$ cat src/rtl/apb_master.sv
// rtl/apb_master.sv - APB requester: single-word commands to IDLE/SETUP/ACCESS transfers, one-cycle response
// Optional watchdog on stalled ACCESS phases: define APB_MASTER_TIMEOUT_EN.
module apb_master #(
  parameter int DWIDTH  = 32,
  parameter int AWIDTH  = 8,
  parameter int TIMEOUT = 16
) (
  input  logic              PCLK,
  input  logic              PRESET,
  input  logic              cmd_valid,
  output logic              cmd_ready,
  input  logic              cmd_write,
  input  logic [AWIDTH-1:0] cmd_addr,
  input  logic [DWIDTH-1:0] cmd_wdata,
  output logic              rsp_valid,
  output logic [DWIDTH-1:0] rsp_rdata,
  output logic              rsp_err,
  output logic              PSEL,
  output logic              PENABLE,
  output logic              PWRITE,
  output logic [AWIDTH-1:0] PADDR,
  output logic [DWIDTH-1:0] PWDATA,
  input  logic [DWIDTH-1:0] PRDATA,
  input  logic              PREADY,
  input  logic              PSLVERR
);

  typedef enum logic [1:0] {
    IDLE   = 2'd0,
    SETUP  = 2'd1,
    ACCESS = 2'd2
  } state_t;

  state_t              state_q, state_d;
  logic                psel_q, psel_d;
  logic                penable_q, penable_d;
  logic                pwrite_q, pwrite_d;
  logic [AWIDTH-1:0]   paddr_q, paddr_d;
  logic [DWIDTH-1:0]   pwdata_q, pwdata_d;
  logic                rsp_valid_q, rsp_valid_d;
  logic [DWIDTH-1:0]   rsp_rdata_q, rsp_rdata_d;
  logic                rsp_err_q, rsp_err_d;

`ifdef APB_MASTER_TIMEOUT_EN
  localparam int CW = (TIMEOUT < 1) ? 1 : $clog2(TIMEOUT + 1);
  logic [CW-1:0]       cnt_q, cnt_d;
`endif

  // Next-state and registered-output computation for the transfer sequencer
  always_comb begin
    state_d     = state_q;
    psel_d      = psel_q;
    penable_d   = penable_q;
    pwrite_d    = pwrite_q;
    paddr_d     = paddr_q;
    pwdata_d    = pwdata_q;
    rsp_valid_d = 1'b0;
    rsp_rdata_d = rsp_rdata_q;
    rsp_err_d   = rsp_err_q;
`ifdef APB_MASTER_TIMEOUT_EN
    cnt_d       = cnt_q;
`endif
    case (state_q)
      IDLE: begin
        if (cmd_valid) begin
          // Address, direction and data are latched once and held until the next accept
          pwrite_d  = cmd_write;
          paddr_d   = cmd_addr;
          pwdata_d  = cmd_wdata;
          psel_d    = 1'b1;
          penable_d = 1'b0;
          state_d   = SETUP;
        end
      end
      SETUP: begin
        penable_d = 1'b1;
        state_d   = ACCESS;
`ifdef APB_MASTER_TIMEOUT_EN
        cnt_d     = '0;
`endif
      end
      ACCESS: begin
        if (PREADY) begin
          // A ready slave always wins over the watchdog in the same cycle
          state_d     = IDLE;
          psel_d      = 1'b0;
          penable_d   = 1'b0;
          rsp_valid_d = 1'b1;
          rsp_rdata_d = pwrite_q ? '0 : PRDATA;
          rsp_err_d   = PSLVERR;
`ifdef APB_MASTER_TIMEOUT_EN
        end else if (cnt_q == CW'(TIMEOUT - 1)) begin
          state_d     = IDLE;
          psel_d      = 1'b0;
          penable_d   = 1'b0;
          rsp_valid_d = 1'b1;
          rsp_rdata_d = '0;
          rsp_err_d   = 1'b1;
          cnt_d       = cnt_q + CW'(1);
        end else begin
          cnt_d       = cnt_q + CW'(1);
`endif
        end
      end
      default: begin
        state_d   = IDLE;
        psel_d    = 1'b0;
        penable_d = 1'b0;
      end
    endcase
  end

  // State and output registers; reset drops any transfer in flight without a response
  always_ff @(posedge PCLK) begin
    if (PRESET) begin
      state_q     <= IDLE;
      psel_q      <= 1'b0;
      penable_q   <= 1'b0;
      pwrite_q    <= 1'b0;
      paddr_q     <= '0;
      pwdata_q    <= '0;
      rsp_valid_q <= 1'b0;
      rsp_rdata_q <= '0;
      rsp_err_q   <= 1'b0;
`ifdef APB_MASTER_TIMEOUT_EN
      cnt_q       <= '0;
`endif
    end else begin
      state_q     <= state_d;
      psel_q      <= psel_d;
      penable_q   <= penable_d;
      pwrite_q    <= pwrite_d;
      paddr_q     <= paddr_d;
      pwdata_q    <= pwdata_d;
      rsp_valid_q <= rsp_valid_d;
      rsp_rdata_q <= rsp_rdata_d;
      rsp_err_q   <= rsp_err_d;
`ifdef APB_MASTER_TIMEOUT_EN
      cnt_q       <= cnt_d;
`endif
    end
  end

  // Ready only while idle and out of reset
  always_comb begin
    cmd_ready = (state_q == IDLE) && !PRESET;
  end

  assign PSEL      = psel_q;
  assign PENABLE   = penable_q;
  assign PWRITE    = pwrite_q;
  assign PADDR     = paddr_q;
  assign PWDATA    = pwdata_q;
  assign rsp_valid = rsp_valid_q;
  assign rsp_rdata = rsp_rdata_q;
  assign rsp_err   = rsp_err_q;

endmodule

$ cat config.mk
export PLATFORM = sky130hd
export DESIGN_NAME = apb_master
export DESIGN_NICKNAME = d
export VERILOG_FILES = /design/src/rtl/apb_master.sv
export SDC_FILE = /design/constraint.sdc
export NUM_CORES = 1
export LEC_CHECK = 0
export ABC_CLOCK_PERIOD_IN_PS = 2850
export CAP_MARGIN = 30
export CORE_ASPECT_RATIO = 1.1
export CORE_MARGIN = 1
export CORE_UTILIZATION = 34
export DETAILED_ROUTE_END_ITERATION = 6
export GPL_TIMING_DRIVEN = 0
export PLACE_DENSITY = 0.78
export SYNTH_ARGS = -nofsm -noshare
export SYNTH_HDL_FRONTEND = slang
export SYNTH_SLANG_ARGS = --single-unit
$ cat constraint.sdc
create_clock -name PCLK -period 2.85 [get_ports PCLK]
set_input_delay 0.855 -clock PCLK [delete_from_list [all_inputs] [get_ports PCLK]]
set_output_delay 0.855 -clock PCLK [all_outputs]
set_load 0.005 [all_outputs]
==> results.sh <==
export IMPL_die_area_mm2=0.01089
export IMPL_p_leak_nw=2.010
export IMPL_cts_sinks=78
export IMPL_crit_path_end_kind="primary output"
export IMPL_relSlewSlack_pct=71.93
export IMPL_hold_violations=0
export IMPL_clk_path_buf_depth=2
export IMPL_dr_total_vias=2890
export IMPL_worstPathRequired_ns=2.00
export IMPL_worst_path_max_delay_cell="clkdlybuf4s50_1"
export IMPL_cts_repair_resized=0
export IMPL_period_needed_ns=2.637
export IMPL_fmax_mhz=379.2
export IMPL_outcome="complete, no violations"
export IMPL_synthCells=340
export IMPL_cts_hold_buf=0
export IMPL_worstSkewPairLatency_ns=0.34
export IMPL_dp_hpwl_um=6912
export IMPL_area_growth_pct=54.02
export IMPL_worstSetupPathType="input port to primary output"
export IMPL_grt_pass1_wl_um=14700
export IMPL_finalSetupTns_ns=0
export IMPL_ys_seq_area_share_pct=43.84
export IMPL_hold_class="flop to flop"
export IMPL_dp_cells=634
export IMPL_period_share_pct=92.53
export IMPL_tightest_slew_ns=0.4211
export IMPL_setup_viol=0
export IMPL_drtAntennaViolNets=0
export IMPL_finalNonFillerCells=649
export IMPL_critPathLaunchType="input port"
export IMPL_wire_per_inst_um=14.14
export IMPL_drcViolationCount=0
export IMPL_drtIter0Drc=51
export IMPL_grt_pass1_vias=3040
export IMPL_io_buffer_count=154
export IMPL_cp_cell_sequence="clkbuf_1 > nor3_1 > clkdlybuf4s50_1"
export IMPL_ys_types=20
export IMPL_grt_max_degree=13
export IMPL_ys_ff_latch=78
export IMPL_post_cts_buffers=0
export IMPL_cp_max_fo=10
export IMPL_critical_path_arrival_ns=1.78
export IMPL_vdd_drop_max_v=0.0002500
export IMPL_track_usage_pct=17.26
export IMPL_antenna_cells=0
export IMPL_placed_cell_area_mm2=0.005279
export IMPL_ff_latch_area_mm2=0.001562
export IMPL_fillerInstances=894
export IMPL_syn_nets=418
export IMPL_gp_congestion=0.7307
export IMPL_drive_gt1_share_pct=5.501
export IMPL_met2_length_um=4616
export IMPL_grt_overflow=0
export IMPL_numCtsBuffers=9
export IMPL_fin_area_mm2=0.005487
export IMPL_path_clk_slew_ns=0.07
export IMPL_cts_htree_levels=3
export IMPL_fin_util_pct=54.69
export IMPL_cts_tree="done"
export IMPL_wl_met1_um=3904
export IMPL_netlist_area_mm2=0.003562
export IMPL_wl_um=9174
export IMPL_via_per_inst=4.453
export IMPL_wl_met3_um=605
export IMPL_antenna_found_initial=0
export IMPL_ios=156
export IMPL_core_area_mm2=0.01003
export IMPL_slew_violations=0
export IMPL_rsz0062_at_grt="false"
export IMPL_cts_root_buffer="clkbuf_8"
export IMPL_cp_slowest_stage_delay_ns=0.54
export IMPL_path_delay_family="buffers and inverters"
export IMPL_nNetsFinal=583
export IMPL_syn_area_per_cell_um2=10.48
export IMPL_power_w=0.002486
export IMPL_fp_dieH_um=109.4
export IMPL_multi_input_area_mm2=0.001822
export IMPL_finClkSkew_ns=0.004681
export IMPL_first_pass_iters=4
export IMPL_cp_num_buf_inv=2
export IMPL_initial_core_util_pct=35.51
export IMPL_p_per_area_mw_per_mm2=453.1
export IMPL_drv_cap=0
export IMPL_die_w_um=99.60
export IMPL_yosys_warnings=0
export IMPL_maxUsedRoutingLayer="met4"
export IMPL_rows=38
==> logic make-up after synthesis <==
group / after synthesis / synth area share [%]
AND/OR/NAND/NOR: 156 / 29.82
flip-flops: 78 / 43.84
multiplexers: 74 / 20.79
buffers and inverters: 29 / 5.023
AO/OA/AOI/OAI: 3 / 0.5266
==> synthesized netlist by cell type <==
cell type | instances | area share [%]
a21oi_1 | 1 | 0.14
a22o_1 | 1 | 0.25
and2_1 | 2 | 0.35
and3b_1 | 1 | 0.25
buf_2 | 1 | 0.14
buf_4 | 2 | 0.42
buf_6 | 8 | 2.5
clkbuf_1 | 16 | 1.7
clkbuf_2 | 1 | 0.14
dfxtp_1 | 78 | 44
inv_1 | 1 | 0.11
mux2i_1 | 74 | 21
nand2b_1 | 116 | 20
nor2b_1 | 1 | 0.18
nor3_1 | 1 | 0.14
nor3b_1 | 1 | 0.21
o21ai_0 | 1 | 0.14
or2b_1 | 1 | 0.21
or3b_1 | 32 | 7.9
or3b_2 | 1 | 0.25
==> worst reg2reg max path, stage by stage, from the launching register on <==
cell     delay (ns)
dfxtp_1        0.44
and3b_1        0.21
buf_6          0.15
buf_6          0.18
mux2i_1        0.21
==> routing by layer <==
| metal | GRT usage (%) | vias to the layer above |
|---|---|---|
| met5 | 0 | - |
| met4 | 4.097 | 0 |
| met3 | 5.277 | 5 |
| met2 | 31.45 | 94 |
| met1 | 19.78 | 1338 |
| li1 | - | 1453 |
==> layout by cell type, fill, tap and decap left out <==
master	instances
or2b_1	1
or3b_2	1
clkinvlp_4	1
nor3b_1	1
clkbuf_8	12
and2_1	2
dfxtp_1	78
nor3_1	1
nor2b_1	1
nand2b_1	116
clkdlybuf4s50_1	154
o21ai_0	1
clkinv_2	1
clkbuf_2	1
or3b_1	32
clkbuf_1	16
inv_1	1
buf_4	2
mux2i_1	74
a22o_1	1
bufinv_16	1
buf_2	1
and3b_1	1
a21oi_1	1
buf_6	8
==> where the power goes <==
| group | switching [W] | internal [W] | leakage (nW) |
|---|---|---|---|
| clock | 0.000392 | 0.000471 | 0.104 |
| combinational | 0.000150 | 0.000296 | 1.27 |
| sequential | 0.0000326 | 0.00114 | 0.637 |
| total | 0.000575 | 0.00191 | 2.01 |
==> stage by stage <==
step           setup WS (ns)  hold slack, ns
2_1_floorplan         0.8253          0.4645
3_3_place_gp          0.2366          0.4566
3_5_place_dp          0.2250          0.4617
4_1_cts               0.2040          0.4752
5_1_grt               0.1437          0.4938
6_report              0.2128          0.4703
==> layout make-up <==
class	instances	share of cell area, %
buffer	28	3.193
clock buffer	12	3.010
clock inverter	3	0.7754
inverter	1	0.06842
multi-input combinational	233	33.20
sequential	78	28.46
tap	140	3.193
timing repair buffer	154	28.10
==> flip-flops by register name, summed over array words and instances (netlist names) <==
register,cells
PADDR,8
PSEL,1
PWDATA,32
PWRITE,1
rsp_err,1
rsp_rdata,32
rsp_valid,1
state_q,2
==> worst paths after layout <==
| kind | depth (start not counted) | start | to | slack (ns) |
|---|---|---|---|---|
| worst max-delay path | 3 | PRESET | cmd_ready | 0.21 |
| worst min-delay path | 2 | rsp_rdata[5] | rsp_rdata[5] | 0.47 |
| worst max register to register | 4 | state_q[1] | rsp_rdata[2] | 1.59 |
| worst min register to register | 2 | rsp_rdata[5] | rsp_rdata[5] | 0.47 |
Power figures use the tool's default switching activity.
